**src/rtl/signconv_serial.sv**
```systemverilog
// Bit-serial sign-magnitude <-> two's-complement converter with valid/ready on both sides.
// One magnitude bit per cycle through a conditional-invert + half-adder stage.
module signconv_serial #(
  parameter int WIDTH = 8
) (
  input  logic             clk,
  input  logic             rst,
  input  logic             in_valid,
  output logic             in_ready,
  input  logic [WIDTH-1:0] in_data,
  input  logic             in_mode,
  output logic             out_valid,
  input  logic             out_ready,
  output logic [WIDTH-1:0] out_data,
  output logic             out_negzero,
  output logic             out_ovf
);

  localparam int IW = (WIDTH > 2) ? $clog2(WIDTH) : 1;
  localparam logic [IW-1:0] LAST_IDX = IW'(WIDTH - 2);

  typedef enum logic [1:0] {IDLE, CONV, DONE} state_t;

  state_t           state_q, state_d;
  logic [WIDTH-2:0] a_q, a_d;
  logic [WIDTH-2:0] r_q, r_d;
  logic             s_q, s_d;
  logic             mode_q, mode_d;
  logic             carry_q, carry_d;
  logic [IW-1:0]    idx_q, idx_d;
  logic             out_valid_q, out_valid_d;
  logic [WIDTH-1:0] out_data_q, out_data_d;
  logic             negzero_q, negzero_d;
  logic             ovf_q, ovf_d;
  logic             t;

  always_ff @(posedge clk or posedge rst) begin
    if (rst) begin
      state_q     <= IDLE;
      a_q         <= '0;
      r_q         <= '0;
      s_q         <= 1'b0;
      mode_q      <= 1'b0;
      carry_q     <= 1'b0;
      idx_q       <= '0;
      out_valid_q <= 1'b0;
      out_data_q  <= '0;
      negzero_q   <= 1'b0;
      ovf_q       <= 1'b0;
    end else begin
      state_q     <= state_d;
      a_q         <= a_d;
      r_q         <= r_d;
      s_q         <= s_d;
      mode_q      <= mode_d;
      carry_q     <= carry_d;
      idx_q       <= idx_d;
      out_valid_q <= out_valid_d;
      out_data_q  <= out_data_d;
      negzero_q   <= negzero_d;
      ovf_q       <= ovf_d;
    end
  end

  always_comb begin
    state_d = state_q;
    case (state_q)
      IDLE:    if (in_valid) state_d = CONV;
      CONV:    if (idx_q == LAST_IDX) state_d = DONE;
      DONE:    if (out_valid_q && out_ready) state_d = IDLE;
      default: state_d = IDLE;
    endcase
  end

  always_comb begin
    a_d         = a_q;
    r_d         = r_q;
    s_d         = s_q;
    mode_d      = mode_q;
    carry_d     = carry_q;
    idx_d       = idx_q;
    out_valid_d = out_valid_q;
    out_data_d  = out_data_q;
    negzero_d   = negzero_q;
    ovf_d       = ovf_q;
    t           = a_q[0] ^ s_q;
    case (state_q)
      IDLE: begin
        if (in_valid) begin
          a_d     = in_data[WIDTH-2:0];
          s_d     = in_data[WIDTH-1];
          mode_d  = in_mode;
          carry_d = in_data[WIDTH-1];
          idx_d   = '0;
        end
      end
      CONV: begin
        // LSB-first: result bits enter at the top and settle into place after WIDTH-1 shifts
        a_d             = a_q >> 1;
        r_d             = r_q >> 1;
        r_d[WIDTH-2]    = t ^ carry_q;
        carry_d         = t & carry_q;
        idx_d           = idx_q + 1'b1;
      end
      DONE: begin
        if (!out_valid_q) begin
          out_valid_d = 1'b1;
          negzero_d   = 1'b0;
          ovf_d       = 1'b0;
          out_data_d  = {s_q, r_q};
          // A surviving carry means a negative sign over an all-zero magnitude
          if (carry_q) begin
            if (mode_q) begin
              out_data_d = '1;
              ovf_d      = 1'b1;
            end else begin
              out_data_d = '0;
              negzero_d  = 1'b1;
            end
          end
        end else if (out_ready) begin
          out_valid_d = 1'b0;
        end
      end
      default: ;
    endcase
  end

  always_comb begin
    in_ready    = (state_q == IDLE) && !rst;
    out_valid   = out_valid_q;
    out_data    = out_data_q;
    out_negzero = negzero_q;
    out_ovf     = ovf_q;
  end

endmodule

```
**config.mk**
```make
export PLATFORM = sky130hd
export DESIGN_NAME = signconv_serial
export DESIGN_NICKNAME = d
export VERILOG_FILES = /design/src/rtl/signconv_serial.sv
export SDC_FILE = /design/constraint.sdc
export NUM_CORES = 1
export LEC_CHECK = 0
export ABC_AREA = 1
export CORE_MARGIN = 1
export CORE_UTILIZATION = 56
export CTS_CLUSTER_DIAMETER = 200
export DETAILED_ROUTE_END_ITERATION = 7
export HOLD_SLACK_MARGIN = 0.02
export PLACE_DENSITY_LB_ADDON = 0.05
export SLEW_MARGIN = 20
export SYNTH_ARGS = -nofsm -noshare
export SYNTH_HDL_FRONTEND = slang
export SYNTH_SLANG_ARGS = --single-unit
```
**constraint.sdc**
```tcl
create_clock -name clk -period 1.9 [get_ports clk]
set_input_delay 0.285 -clock clk [delete_from_list [all_inputs] [get_ports clk]]
set_output_delay 0.285 -clock clk [all_outputs]
set_load 0.05 [all_outputs]
```
# Word level (Yosys, flattened, before mapping)
# Cells that the tools add are included.
# totals
reg_bits	33
latchBits	0
mem_bits_rw	0
romBits	0
word_cells	49
n_memories	0
# op_classes
add_sub_neg	1
n_mul	0
n_div	0
magnitude_cmp	0
eq_ne	6
shift	0
mux	18
bitwise_logic	4
reduce_logical	9
# op_table
op	count
8-bit two-way mux	2
7-bit one-hot mux with 2 select lines	1
1-bit two-way mux	7
7-bit two-way mux	1
2-bit two-way mux	3
2-bit != test, second input constant	3
2-bit one-hot mux with 3 select lines	1
3-bit one-hot mux with 2 select lines	1
2-bit AND reduction	3
3-bit by 1-bit adder with 3-bit output, second input constant	1
3-bit equality test, second input constant	1
3-bit two-way mux	1
3-bit AND reduction	1
2-bit by 1-bit equality test with 1-bit output, second input constant	1
2-bit equality test, second input constant	1
1-bit logical AND	2
2-bit zero test	1
1-bit one-hot mux with 2 select lines	1
2-bit nonzero test	1
1-bit XOR	2
1-bit AND	1
1-bit zero test	1
1-bit NOT	1

# Logic depth before layout (Yosys ltp)
# logic_depth
word_depth	3
depth_mapped	7
mapped_depth_nobuf	6

# Worst setup path before layout
# No wires, ideal clock.
# synth_timing
path_type	register to output
from	register state_q[0]
to	output in_ready
t_arrival_ns	1.665
t_required_ns	1.615
slack_ns	-0.050
stages_incl_launch_ff	3
cell_sequence	dfrtp_1 > buf_4 > nor3_1
# synth_via
elab_chain_cells	2
# synth_rtl
element	line_no	rtl
start, declared	24	state_t state_q, state_d;
start signal, assigned	51	state_q <= state_d;
2-bit zero test	130	in_ready = (state_q == IDLE) && !rst;
1-bit logical AND	130	
end, declared	9	output logic in_ready,
# Every way passes these cells.

# Worst setup path after layout
# layout_timing
from	register out_data_q[0] (netlist: out_data[0])
to	output out_data[0]
# layout_lines
element	line_no	rtl
start, declared	32	logic [WIDTH-1:0] out_data_q, out_data_d;
start signal, assigned	59	out_data_q <= out_data_d;
end, declared	14	output logic [WIDTH-1:0] out_data,
# No word-level cell between the ends.

==> flow_summary.ini <==
[critical_path]
r2r-start = state_q[1]
r2r_slack_ns = 0.51
cp_data_arrival_time_ns = 1.51
end_kind = primary output
crit_path_max_incr_delay_ns = 0.81
start_kind = flop
crit_cells = 1
path_cells = clkdlybuf4s50_1
worstReg2RegEnd = r_q[2]
reg2reg_depth = 5
critPathSlowestCell = clkdlybuf4s50_1
path_buf_inv = 1
path_class = reg2out
critical-path-top-delay-family = buffers and inverters
required_ns = 1.62
critPathMaxFanout = 2

[logic_synthesis]
synth_nets = 202
synth_area_um2 = 1500
ys_ff_latch = 33
synthCells = 186
synth_top_area_frac = 0.550
synth.avg_cell_area_um2 = 8.07
ys_top_cells_by_area = dfrtp_1 (55%), nand2_1 (22%), o21ai_0 (6.3%), inv_1 (4.0%), nand3_1 (3.3%)
synth-seq-area-share = 0.550
post-synth-top-area-cell = dfrtp_1
ys_warn_count = 0
synth_cell_types = 17

[layout]
utilization = 0.742
final_net_count = 232
drive_gt1_frac = 0.0833
diodes = 0
syn2layout_area_growth_pct = 23.6

[die]
die_h_um = 53.8
ios = 25
core_um2 = 2500
initial_core_util = 0.600
dieArea_um2 = 2890
die_x_um = 53.8
num_rows = 18

[detailed_routing]
drtIter0Drc = 23
dr.pass1.iters = 4
wl_per_cell_um = 11.8
ant_nets = 0
drc = 0
vias = 1217
viasPerCell = 4.95
drt-total-wl_mm = 2.92

[sta]
finalMaxSlewViolations = 0
worst_pin_slew_ns = 0.499
min_period_over_period = 0.947
hold_viol_final = 0
rsz0062_at_grt = false
skew_ns = 0.00728
min_period_ns = 1.80
slew_headroom = 0.666
fmax_ghz = 0.556
setup_viol = 0
tns_ns = 0

[cts]
cts_tree = built
clkTransAtPathRegs_ns = 0.10
postCtsSetupBuffers = 0
htree_num_levels = 2
cts_buffers = 5
clk_latency_ns = 0.34
cts_buffer_depth = 2
cts_num_sinks = 33
root_buffer = clkbuf_4

[power_and_ir_drop]
clkPwrFrac = 0.123
power_leakage_nw = 0.969
power.internal_mw = 1.76
swShare = 0.462
p_per_area_nw_per_um2 = 1760
seq_power_share = 0.378
peakVddDrop_mv = 1.21
p_switching_mw = 1.51
combPwrFrac = 0.499

[grt]
grt_pass1_wl_mm = 4.85
grtUsageTotal = 0.243
grt_max_degree = 34
first_global_vias = 1140
antenna_found_initial = 0
grt-ovfl-total = 0

[min_path]
hold_path_class = in2async

[run_status]
status = completed

[placed_design]
io_buffers = 24
globalplace.congestion = 0.853
dp_hpwl_mm = 2.10

[run]
max_cap_viol_count = 0
==> metal layers <==
layer | global-route usage | part of all wire
met5 | 0 | 0
met4 | 0.127 | 0.015
met3 | 0.0593 | 0.039
met2 | 0.389 | 0.47
met1 | 0.303 | 0.47
==> synthesized netlist by cell type <==
library cell / instances
o21ai_0: 19
buf_2: 3
dfrtp_1: 33
clkbuf_1: 2
inv_1: 16
o21ai_1: 3
ha_1: 3
nor3_4: 1
or2_2: 1
nand2_1: 88
buf_4: 1
nor2_2: 2
nor3_1: 1
inv_2: 1
nor2_1: 1
nand3_1: 10
xor2_1: 1
==> repair_timing <==
action                     4_1_cts  5_1_grt
hold buffers                     0        0
hold endpoints to repair         0        0
resized for setup                1        0
setup endpoints to repair        1        0
==> worst max path at each step <==
stage	startpoint	end	slack [ns]
after detailed placement	out_valid	out_valid	0.37
after floorplan	state_q[0]	in_ready	0.37
after global placement	out_valid	out_valid	0.39
after CTS	out_data[0]	out_data[0]	0.09
after global routing	out_data[0]	out_data[0]	0.04
final	out_data[0]	out_data[0]	0.10
==> metrics by stage <==
stage                     cells  total power [mW]  hold slack [ns]  cell area (um2)  setup slack, ns
final                       246              3.27            0.383             1850            0.101
after CTS                   246              3.28            0.422             1850           0.0911
after floorplan             186              2.38            0.395             1510            0.371
after detailed placement    239              2.89            0.466             1800            0.369
after global placement      239              2.82            0.461             1800            0.394
after global routing        246              3.54            0.447             1850           0.0379
==> logic make-up (layout without fill, tap and decap cells) <==
family	count (synthesis)	after routing	synth area share
compound gates	22	22	0.0734
xor+xnor	1	1	0.00584
fa+ha+maj	3	3	0.0250
buf+inv	23	53	0.0626
flops	33	33	0.550
simple gates	104	104	0.283
==> power by group through the flow <==
stage / Sequential, mW / Combinational, mW / Clock, mW
detailed placement: 1.25 / 1.64 / 0
finish: 1.24 / 1.63 / 0.401
floorplan: 1.56 / 0.816 / 0
CTS: 1.24 / 1.64 / 0.402
global route: 1.28 / 1.83 / 0.435
global placement: 1.22 / 1.60 / 0
==> final cells by class <==
class	count	area (um2)
clock buffer	7	55.1
fill	206	646
inverter	17	63.8
tap	30	37.5
multi-input combinational	130	586
timing repair buffer	29	287
sequential	33	826
==> cells in the final DEF (no fill, tap or decap), types with 2 or more instances in the layout <==
master	Yosys	layout
nand2_1	88	88
dfrtp_1	33	33
clkdlybuf4s50_1	0	22
o21ai_0	19	19
inv_1	16	16
nand3_1	10	10
clkbuf_4	0	5
buf_4	1	5
o21ai_1	3	3
ha_1	3	3
nor2_2	2	2
==> flip-flops by register name, summed over array words and instances (netlist names) <==
register and flops:
state_q 2, mode_q 1, out_ovf 1, a_q 7, s_q 1, out_negzero 1
out_data 8, idx_q 3, r_q 7, out_valid 1, carry_q 1
Note: power is estimated with default switching activity, not from simulation.
